==> src/rtl/seq_multiplier_if.sv <==
// Start/busy/done handshake bundle for seq_multiplier.
// The sgn signal exists only when SEQ_MULT_SIGNED_EN is defined.
interface seq_multiplier_if #(
  parameter int unsigned WIDTH = 8
);
  logic                 start;
  logic [WIDTH-1:0]     a;
  logic [WIDTH-1:0]     b;
`ifdef SEQ_MULT_SIGNED_EN
  logic                 sgn;
`endif
  logic                 busy;
  logic                 done;
  logic [2*WIDTH-1:0]   product;

`ifdef SEQ_MULT_SIGNED_EN
  modport master (output start, a, b, sgn, input busy, done, product);
  modport slave  (input start, a, b, sgn, output busy, done, product);
`else
  modport master (output start, a, b, input busy, done, product);
  modport slave  (input start, a, b, output busy, done, product);
`endif
endinterface

==> src/rtl/seq_multiplier.sv <==
// Iterative shift-add multiplier retiring one multiplier bit per clock.
// Define SEQ_MULT_SIGNED_EN to build two's-complement signed operation (sgn port).
module seq_multiplier #(
  parameter int unsigned WIDTH = 8
) (
  input logic             clk,
  input logic             rst,
  seq_multiplier_if.slave bus
);
  localparam int unsigned PW = 2 * WIDTH;
  localparam int unsigned CW = $clog2(WIDTH);

  typedef enum logic [1:0] {IDLE, RUN, DONE} state_t;

  state_t           state_q, state_d;
  logic [WIDTH-1:0] mcand_q, mcand_d;
  logic [WIDTH:0]   acc_q, acc_d;
  logic [WIDTH-1:0] mlt_q, mlt_d;
  logic [CW-1:0]    cnt_q, cnt_d;
  logic             busy_q, busy_d;
  logic             done_q, done_d;
  logic [PW-1:0]    prod_q, prod_d;

  logic [WIDTH:0]   sum;
  logic [PW:0]      shifted;
  logic [WIDTH-1:0] a_mag, b_mag;
  logic [PW-1:0]    prod_fin;

  // One add-and-shift step of the {accumulator, multiplier} pair
  always_comb begin
    sum     = acc_q + (mlt_q[0] ? {1'b0, mcand_q} : {(WIDTH+1){1'b0}});
    shifted = {sum, mlt_q} >> 1;
  end

`ifdef SEQ_MULT_SIGNED_EN
  logic neg_q, neg_d;
  logic neg_in;

  // Magnitudes kept in WIDTH unsigned bits so the most negative operand is exact
  always_comb begin
    neg_in   = bus.sgn & (bus.a[WIDTH-1] ^ bus.b[WIDTH-1]);
    a_mag    = (bus.sgn && bus.a[WIDTH-1]) ? (~bus.a + WIDTH'(1)) : bus.a;
    b_mag    = (bus.sgn && bus.b[WIDTH-1]) ? (~bus.b + WIDTH'(1)) : bus.b;
    prod_fin = neg_q ? (~shifted[PW-1:0] + PW'(1)) : shifted[PW-1:0];
  end
`else
  always_comb begin
    a_mag    = bus.a;
    b_mag    = bus.b;
    prod_fin = shifted[PW-1:0];
  end
`endif

  always_ff @(posedge clk) begin
    if (rst) begin
      state_q <= IDLE;
      mcand_q <= '0;
      acc_q   <= '0;
      mlt_q   <= '0;
      cnt_q   <= '0;
      busy_q  <= 1'b0;
      done_q  <= 1'b0;
      prod_q  <= '0;
`ifdef SEQ_MULT_SIGNED_EN
      neg_q   <= 1'b0;
`endif
    end else begin
      state_q <= state_d;
      mcand_q <= mcand_d;
      acc_q   <= acc_d;
      mlt_q   <= mlt_d;
      cnt_q   <= cnt_d;
      busy_q  <= busy_d;
      done_q  <= done_d;
      prod_q  <= prod_d;
`ifdef SEQ_MULT_SIGNED_EN
      neg_q   <= neg_d;
`endif
    end
  end

  // Next-state and next-register values; busy/done are registered copies of the next state
  always_comb begin
    state_d = state_q;
    mcand_d = mcand_q;
    acc_d   = acc_q;
    mlt_d   = mlt_q;
    cnt_d   = cnt_q;
    busy_d  = 1'b0;
    done_d  = 1'b0;
    prod_d  = prod_q;
`ifdef SEQ_MULT_SIGNED_EN
    neg_d   = neg_q;
`endif
    case (state_q)
      IDLE: begin
        if (bus.start) begin
          mcand_d = a_mag;
          mlt_d   = b_mag;
          acc_d   = '0;
          cnt_d   = '0;
`ifdef SEQ_MULT_SIGNED_EN
          neg_d   = neg_in;
`endif
          busy_d  = 1'b1;
          state_d = RUN;
        end
      end
      RUN: begin
        acc_d  = shifted[PW:WIDTH];
        mlt_d  = shifted[WIDTH-1:0];
        cnt_d  = cnt_q + CW'(1);
        busy_d = 1'b1;
        if (cnt_q == CW'(WIDTH - 1)) begin
          prod_d  = prod_fin;
          cnt_d   = '0;
          busy_d  = 1'b0;
          done_d  = 1'b1;
          state_d = DONE;
        end
      end
      DONE: begin
        state_d = IDLE;
      end
      default: begin
        state_d = IDLE;
      end
    endcase
  end

  assign bus.busy    = busy_q;
  assign bus.done    = done_q;
  assign bus.product = prod_q;
endmodule

==> src/flat_wrapper.sv <==
// flat-port wrapper written by rule: the top's interface ports become plain ports
module seq_multiplier_flat 
#(
  parameter int unsigned WIDTH = 8
)
  (clk, rst, bus_start, bus_a, bus_b, bus_busy, bus_done, bus_product);
  seq_multiplier_if #(.WIDTH(WIDTH)) bus_i ();
  input logic clk;
  input logic rst;
  input wire logic [$bits(bus_i.start)-1:0] bus_start;
  input wire logic [$bits(bus_i.a)-1:0] bus_a;
  input wire logic [$bits(bus_i.b)-1:0] bus_b;
  output wire logic [$bits(bus_i.busy)-1:0] bus_busy;
  output wire logic [$bits(bus_i.done)-1:0] bus_done;
  output wire logic [$bits(bus_i.product)-1:0] bus_product;
  assign bus_i.start = bus_start;
  assign bus_i.a = bus_a;
  assign bus_i.b = bus_b;
  assign bus_busy = bus_i.busy;
  assign bus_done = bus_i.done;
  assign bus_product = bus_i.product;
  seq_multiplier #(.WIDTH(WIDTH)) u_core (.clk(clk), .rst(rst), .bus(bus_i));
endmodule
==> config.mk <==
export PLATFORM = sky130hd
export DESIGN_NAME = seq_multiplier_flat
export DESIGN_NICKNAME = d
export VERILOG_FILES = /design/src/rtl/seq_multiplier_if.sv /design/src/rtl/seq_multiplier.sv /design/src/flat_wrapper.sv
export SDC_FILE = /design/constraint.sdc
export NUM_CORES = 1
export LEC_CHECK = 0
export ABC_AREA = 1
export BUFFER_PORTS_ARGS = -buffer_cell sky130_fd_sc_hd__buf_2
export CAP_MARGIN = 20
export CORE_AREA = 3 3 90 92
export DETAILED_ROUTE_END_ITERATION = 12
export DIE_AREA = 0 0 93 95
export PLACE_DENSITY = 0.44
export SETUP_SLACK_MARGIN = 0.15
export SLEW_MARGIN = 20
export SYNTH_ARGS = -nofsm -noshare
export SYNTH_HDL_FRONTEND = slang
export SYNTH_SLANG_ARGS = --single-unit
==> constraint.sdc <==
create_clock -name clk -period 2.8 [get_ports clk]
set_input_delay 0.56 -clock clk [delete_from_list [all_inputs] [get_ports clk]]
set_output_delay 0.56 -clock clk [all_outputs]
set_load 0.02 [all_outputs]
==> results of run 1 <==
final cells by class:
type,instances,area (µm²),area share (%)
multi-input cells,191,1000,39.7
well taps,99,124,4.91
repair buffers,37,188,7.44
clock inverters,2,12.5,0.496
flip-flops and latches,47,941,37.3
inverters,48,183,7.24
clock buffers,6,72.6,2.88
stage by stage:
stage | setup slack (ns) | std cells | power, µW | hold slack (ns) | instance area, µm²
after floorplan | 1.05 | 297 | 796 | 0.435 | 2190
after CTS | 0.923 | 430 | 1250 | 0.465 | 2520
after detailed placement | 0.951 | 422 | 834 | 0.453 | 2440
after global placement | 0.985 | 422 | 834 | 0.455 | 2440
final | 0.954 | 430 | 1220 | 0.468 | 2520
after global routing | 0.736 | 430 | 1290 | 0.484 | 2520
kinds of logic after synthesis:
| logic type | synth area share [%] |
|---|---|
| flip-flops | 43.0 |
| adder cells (fa/ha/maj) | 6.63 |
| AND/OR/NAND/NOR | 24.5 |
| AO/OA/AOI/OAI | 13.9 |
| XOR/XNOR | 0.800 |
| buffers and inverters | 11.3 |
how the worst max path moves through the flow:
stage,depth (start not counted),from,slack [ns],end
after detailed placement,10,u_core.mlt_q[0]$_SDFFE_PP0P_,0.95,u_core.acc_q[3]$_SDFFE_PP0P_
after CTS,10,u_core.mlt_q[0]$_SDFFE_PP0P_,0.92,u_core.acc_q[3]$_SDFFE_PP0P_
after global placement,10,u_core.mlt_q[0]$_SDFFE_PP0P_,0.99,u_core.acc_q[3]$_SDFFE_PP0P_
after global routing,12,u_core.mlt_q[0]$_SDFFE_PP0P_,0.74,u_core.bus.product[15]$_SDFFE_PP0P_
final,12,u_core.mlt_q[0]$_SDFFE_PP0P_,0.95,u_core.bus.product[15]$_SDFFE_PP0P_
after floorplan,13,u_core.mlt_q[0]$_SDFFE_PP0P_,1.05,u_core.bus.product[15]$_SDFFE_PP0P_
report_power, final:
| part | total, µW | switching, µW | internal, µW |
|---|---|---|---|
| combinational | 113 | 75.7 | 37.1 |
| clock | 403 | 228 | 175 |
| sequential | 704 | 13.1 | 691 |
cell usage after synthesis, types with 2 or more instances:
master     n  area, µm²
o21bai_1   2       15.0
o211ai_1   2       15.0
o21ai_0   12       60.1
inv_1     41        154
o221ai_1   4       35.0
ha_1      10        125
nand2_2    2       12.5
nor2_1    19       71.3
buf_6      2       22.5
buf_2      3       15.0
a22oi_1    2       15.0
nand3_1   19       95.1
inv_2      5       18.8
nor2_4     2       22.5
a21oi_1   20        100
o21ai_1    7       35.0
dfxtp_1   47        941
nand2_1   80        300
clkbuf_1   5       18.8
xor2_1     2       17.5
o21a_1     3       22.5
worst reg2reg max path, delay by kind of cell (launching register included):
family	cells	cell delay, ns
buffers and inverters	2	0.09
AOI/OAI and AO/OA	1	0.13
adders and majority gates	2	0.59
DFF	1	0.40
and+or+nand+nor	7	0.52
routing by layer:
metal	vias up	global-route usage [%]
met5	-	0
met4	0	3.66
met3	4	2.87
met2	35	20.8
met1	845	16.5
li1	1009	-
registers in the layout (all words and copies together) (netlist names):
name                flops
u_core.acc_q            8
u_core.state_q          2
u_core.cnt_q            3
u_core.mcand_q          8
u_core.bus.busy         1
u_core.bus.product     16
u_core.mlt_q            8
u_core.bus.done         1
==> results.cfg, run 1 <==
[clock_tree]
path_clk_slew_ns = 0.09
clk_latency_ns = 0.30
htreeDepth = 2
hold_buffers = 0
post-cts-setup-buffers = 0
cts_tree = yes
numCtsBuffers = 5
cts_root_buf = clkbuf_8
cts.repair.resized = 0
cts_max_path_buffers = 2
cts_sinks = 47

[logic_synthesis]
ys_seq_elements = 47
synth_ff_type = dfxtp_1
syn_area_per_cell_um2 = 7.37
ys_warn_count = 0
synth.cell_area_um2 = 2190
synthArstFlopShare_pct = 0
synthDistinctLibCells = 29
synth-edff-count = 0
synth.net_count = 327
syn_inst = 297
yosysSeqAreaShare_pct = 43.0

[sta]
hold_viol_final = 0
relSlewSlack_pct = 69.8
setup_violations = 0
max_freq_ghz = 0.542
rsz0062_at_grt = no
fin_tns_setup_ns = 0
fin_crit_sh_pct = 65.9
post-route-min-period_ns = 1.85
tightest_slew_ns = 0.451
fin_skew_ns = 0.00753
slew_violations = 0

[min_path]
hold_class = flip-flop to flip-flop
holdPathEnd = u_core.bus.product[9]$_SDFFE_PP0P_
hp-start = u_core.bus.product[9]$_SDFFE_PP0P_
hold_path_depth = 2

[floorplanning]
rows = 31
fp.dieW_um = 93
fp.dieH_um = 95
core_um2 = 7290
io_pins = 37
die-area_um2 = 8840
start_util_pct = 30.0

[worst_setup_path]
crit_buf_inv = 2
regToRegStartpoint = u_core.mlt_q[0]$_SDFFE_PP0P_
crit_path_end_kind = flip-flop
crit_path_top_delay_cell = dfxtp_1
reg2reg_depth = 12
r2r-end = u_core.bus.product[15]$_SDFFE_PP0P_
required_ns = 3.00
timing.setup.critical_path_class = flip-flop to flip-flop
critPathLaunchType = flip-flop
worstPathArrival_ns = 2.04
max_stage_delay_ns = 0.40
cp_cell_sequence = nand2_1, inv_1, ha_1, fa_1, nand2_1, nand2_1, nand3_1, nand2_1, nand2_1, nand2_1, o21bai_1, inv_1
cp_common_cell = nand2_1
reg2reg_slack_ns = 0.95
crit_fanout = 9
path_delay_family = adder cells

[drt]
drc = 0
drt_iter0_markers = 70
met1Wirelength_mm = 2.53
wl_met3_um = 186
vias = 1893
routed-wl-met2_mm = 2.42
totalWireLength_mm = 5.18
ant_nets = 0
top_layer = met4
via_per_inst = 4.40
wl_per_cell_um = 12.0
drtPass1Iterations = 4

[cells_and_area]
fillers = 835
num_antenna_cells = 0
final_nets = 360
drive_above_1_share_pct = 16.9
fin_util_pct = 34.6
layout_commonest_cell = nand2_1
mostFrequentLayoutCells = nand2_1 (80), dfxtp_1 (47), inv_1 (41)
area_delta_synth_final_pct = 15.2

[power]
ir_worst_vdd_mv = 0.207
cellLeakagePower_uw = 0.00132
power.density_nw_per_um2 = 483

[global_route]
grt_pass1_vias = 1807
grt_start_max_net_pins = 31
overflow = 0
grt_util_all_layers_pct = 12.6
antenna_found_initial = 0
grt_pass1_wl_mm = 8.83

[status]
status = completed

[placement]
portBuffers = 36
post-dp-hpwl_mm = 3.78
place_congestion = 0.804

[job]
maxCapViolCount = 0
No activity file was read; power rests on OpenSTA's default activity.
==> inputs of run 2 (changes only) <==
Clock period 2.8 ns to 1.9 ns, I/O delays scaled along.
==> results.cfg, run 2 (synthesis gave the netlist of run 1 again) <==
[status]
status = completed

[cells_and_area]
area_delta_synth_final_pct = 21.7
layout_commonest_cell = nand2_1
drive_above_1_share_pct = 23.1
fillers = 820
mostFrequentLayoutCells = nand2_1 (74), dfxtp_1 (46), inv_1 (39)
num_antenna_cells = 0
largest_register_ffs = 16
final_nets = 366
stdcell_area_um2 = 2660
instances_no_fill = 436

[power]
netSwitchingFraction_pct = 25.8
ir_worst_vdd_mv = 0.307
pwr-share-comb_pct = 9.8
p_seq_share_pct = 55.7
power.density_nw_per_um2 = 699
cellLeakagePower_uw = 0.00134
p_int_uw = 1380
clkPwrFrac_pct = 34.4
switchingPower_uw = 480

[clock_tree]
cts_root_buf = clkbuf_8
path_clk_slew_ns = 0.08
cts_max_path_buffers = 2
htreeDepth = 2
clk_latency_ns = 0.30
cts_tree = yes
cts_sinks = 47
numCtsBuffers = 5

[sta]
hold_viol_final = 0
post-route-min-period_ns = 1.65
rsz0062_at_grt = yes
slew_violations = 0
holdWs_ns = 0.300
max_freq_ghz = 0.606
fin_tns_setup_ns = 0
fin_skew_ns = 0.00846
tightest_slew_ns = 0.299
fin_crit_sh_pct = 86.9
relSlewSlack_pct = 80.0
setup_violations = 0

[drt]
vias = 1907
via_per_inst = 4.37
drtPass1Iterations = 4
ant_nets = 0
wl_per_cell_um = 12.3
totalWireLength_mm = 5.35
drt_iter0_markers = 76
drc = 0

[global_route]
grt_pass1_vias = 1891
grt_start_max_net_pins = 20
overflow = 0
grt_pass1_wl_mm = 8.91
grt_util_all_layers_pct = 12.9
antenna_found_initial = 0

[floorplanning]
die-area_um2 = 8840
start_util_pct = 30.0
fp.dieW_um = 93
io_pins = 37
core_um2 = 7290
fp.dieH_um = 95
rows = 31

[worst_setup_path]
timing.setup.critical_path_class = flip-flop to flip-flop
critPathLaunchType = flip-flop
worstPathArrival_ns = 1.85
crit_path_end_kind = flip-flop
crit_fanout = 6
required_ns = 2.10

[placement]
place_congestion = 0.807
dp.cells = 426
post-dp-hpwl_mm = 3.90
placed_area_um2 = 2470
portBuffers = 36

[min_path]
hold_class = input port to flip-flop

[job]
maxCapViolCount = 0
## run 2: metrics by stage
stage | total power (µW) | util (%) | worst slack (ns)
after floorplan | 1170 | - | 0.178
after global placement | 1240 | 33.8 | 0.134
after detailed placement | 1240 | 33.8 | 0.0992
after CTS | 1890 | 35.3 | 0.186
after global routing | 1970 | 36.5 | 0.110
final | 1860 | 36.5 | 0.250
## run 2: worst paths after layout
check | from | end | slack, ns | cells past startpoint
min reg2reg | u_core.bus.product[6]$_SDFFE_PP0P_ | u_core.bus.product[6]$_SDFFE_PP0P_ | 0.47 | 2
max reg2reg | u_core.mlt_q[0]$_SDFFE_PP0P_ | u_core.bus.product[13]$_SDFFE_PP0P_ | 0.25 | 12
max | u_core.mlt_q[0]$_SDFFE_PP0P_ | u_core.bus.product[13]$_SDFFE_PP0P_ | 0.25 | 12
min | bus_a[6] | u_core.mcand_q[6]$_SDFFE_PP0P_ | 0.30 | 3
## run 2: power by group through the flow
| stage | clock (µW) | sequential, µW | combinational [µW] |
|---|---|---|---|
| 3_3_place_gp | 0 | 1060 | 178 |
| 2_1_floorplan | 0 | 1060 | 118 |
| 3_5_place_dp | 0 | 1060 | 177 |
| 6_report | 642 | 1040 | 183 |
| 5_1_grt | 712 | 1040 | 210 |
| 4_1_cts | 671 | 1040 | 178 |
## run 2: area by class of cell
class                   count  area (µm²)  share of cell area (%)
clock buffers               7        86.3                    3.24
clock inverters             1        8.76                   0.329
inverters                  48         183                    6.86
multi-input cells         191        1080                    40.7
flip-flops and latches     47         945                    35.5
well taps                  99         124                    4.65
repair buffers             43         233                    8.74
## run 2: layer usage
layer	track usage [%]	vias up	share of wire (%)
li1	-	1017	-
met1	16.8	854	48
met2	21.1	32	47
met3	3.82	4	4.1
met4	2.56	0	0.75
met5	0	-	0
## run 2: worst max-delay path: stages, from the launching register on
cell      delay (ns)
dfxtp_4         0.37
nand2_2         0.06
inv_2           0.04
ha_4            0.15
fa_2            0.37
nand2_2         0.07
nand2_2         0.06
nand3_2         0.08
nand2_2         0.05
nand2_1         0.07
nand2_1         0.06
o21bai_1        0.14
inv_1           0.05
## run 2: what timing repair did
item                                    4_1_cts  5_1_grt
pin swaps                                     0        3
hold buffers                                  0        0
endpoints found under the setup margin        8       10
gates resized for setup                       4       17
buffers inserted                              0        2
gates cloned                                  0        0
==> inputs of run 3 (changes only) <==
Settings changed: RECOVER_POWER from default to 50.
==> results.cfg, run 3 (synthesis gave the netlist of run 1 again) <==
[sta]
tightest_slew_ns = 0.697
fin_crit_sh_pct = 86.9
rsz0062_at_grt = yes
max_freq_ghz = 0.606
setup_violations = 0
relSlewSlack_pct = 53.5
fin_tns_setup_ns = 0
holdWs_ns = 0.301
post-route-min-period_ns = 1.65
slew_violations = 0
fin_skew_ns = 0.00877
hold_viol_final = 0

[worst_setup_path]
crit_path_top_delay_cell = dfxtp_4
critPathLaunchType = flip-flop
crit_path_end_kind = flip-flop
crit_fanout = 6
cp_common_cell = nand2_2
required_ns = 2.10
cp_cell_sequence = nand2_2, inv_2, ha_4, fa_2, nand2_2, nand2_2, nand3_2, nand2_2, nand2_1, nand2_1, o21bai_1, inv_1
worstPathArrival_ns = 1.85
timing.setup.critical_path_class = flip-flop to flip-flop
max_stage_delay_ns = 0.37
reg2reg_slack_ns = 0.25

[cells_and_area]
largest_register_ffs = 16
final_nets = 366
fin_util_pct = 36.2
layout_commonest_cell = nand2_1
drive_above_1_share_pct = 17.2
mostFrequentLayoutCells = nand2_1 (74), dfxtp_1 (46), inv_1 (39)
area_delta_synth_final_pct = 20.5
num_antenna_cells = 0

[floorplanning]
fp.dieW_um = 93
die-area_um2 = 8840
io_pins = 37
core_um2 = 7290
start_util_pct = 30.0
rows = 31
fp.dieH_um = 95

[drt]
drt_iter0_markers = 67
totalWireLength_mm = 5.34
drc = 0
vias = 1893
via_per_inst = 4.34
ant_nets = 0
drtPass1Iterations = 4
wl_per_cell_um = 12.3

[clock_tree]
cts_tree = yes
hold_buffers = 0
cts_sinks = 47
clk_latency_ns = 0.30
htreeDepth = 2
numCtsBuffers = 5
cts_root_buf = clkbuf_8
path_clk_slew_ns = 0.08
cts_max_path_buffers = 2

[power]
ir_worst_vdd_mv = 0.306
cellLeakagePower_uw = 0.00126
power_uw = 1860
power.density_nw_per_um2 = 705

[global_route]
grt_pass1_vias = 1891
antenna_found_initial = 0
grt_start_max_net_pins = 20
grt_pass1_wl_mm = 8.91
overflow = 0
grt_util_all_layers_pct = 12.9

[status]
status = completed

[placement]
portBuffers = 36
post-dp-hpwl_mm = 3.90
place_congestion = 0.807

[min_path]
hold_class = input port to flip-flop

[job]
maxCapViolCount = 0
## run 3: changes by cell type in the layout (fill, tap and decap cells not counted), sizes merged
cell,before,now
buf,43,24
clkinv,2,3
clkbuf,7,26
inv,47,46
## run 3: layout make-up
class,instances,area (µm²)
clock buffers,7,86.3
clock inverters,1,8.76
fillers,829,4650
inverters,48,183
multi-input cells,191,1080
flip-flops and latches,47,945
well taps,99,124
repair buffers,43,206
## run 3: what timing repair did
action / CTS / global route
endpoints found under the hold margin: 0 / 0
setup endpoints to repair: 8 / 10
pin swaps: 0 / 3
gates resized for setup: 4 / 17
setup buffers: 0 / 2
## run 3: power breakdown
group	internal (µW)	switching, µW
sequential	1020	21.0
clock	299	341
combinational	64.5	116
total	1380	478
## run 3: worst paths after layout
kind | endpoint | cells past startpoint | start
hold / removal | u_core.mcand_q[6]$_SDFFE_PP0P_ | 3 | bus_a[6]
setup / recovery | u_core.bus.product[13]$_SDFFE_PP0P_ | 12 | u_core.mlt_q[0]$_SDFFE_PP0P_
setup reg to reg | u_core.bus.product[13]$_SDFFE_PP0P_ | 12 | u_core.mlt_q[0]$_SDFFE_PP0P_
hold reg to reg | u_core.bus.product[6]$_SDFFE_PP0P_ | 2 | u_core.bus.product[6]$_SDFFE_PP0P_
## run 3: worst max-delay path: cells and delay by family, from the launching register on
family	cells	cell delay [ns]
adder cells (fa/ha/maj)	2	0.52
flip-flops	1	0.37
AND/OR/NAND/NOR	7	0.45
AO/OA/AOI/OAI	1	0.14
buffers and inverters	2	0.09
## run 3: through the flow
stage	area, µm²	std cells	worst slack, ns
3_5_place_dp	2470	426	0.0992
4_1_cts	2580	434	0.186
5_1_grt	2640	436	0.110
2_1_floorplan	2190	297	0.178
3_3_place_gp	2470	426	0.134
6_report	2640	436	0.249
## run 3: routing by layer
metal / wire, µm / vias up / global-route usage [%]
met5: 0 / - / 0
li1: - / 1016 / -
met4: 40 / 0 / 2.56
met1: 2550 / 841 / 16.8
met3: 246 / 4 / 3.82
met2: 2500 / 32 / 21.1
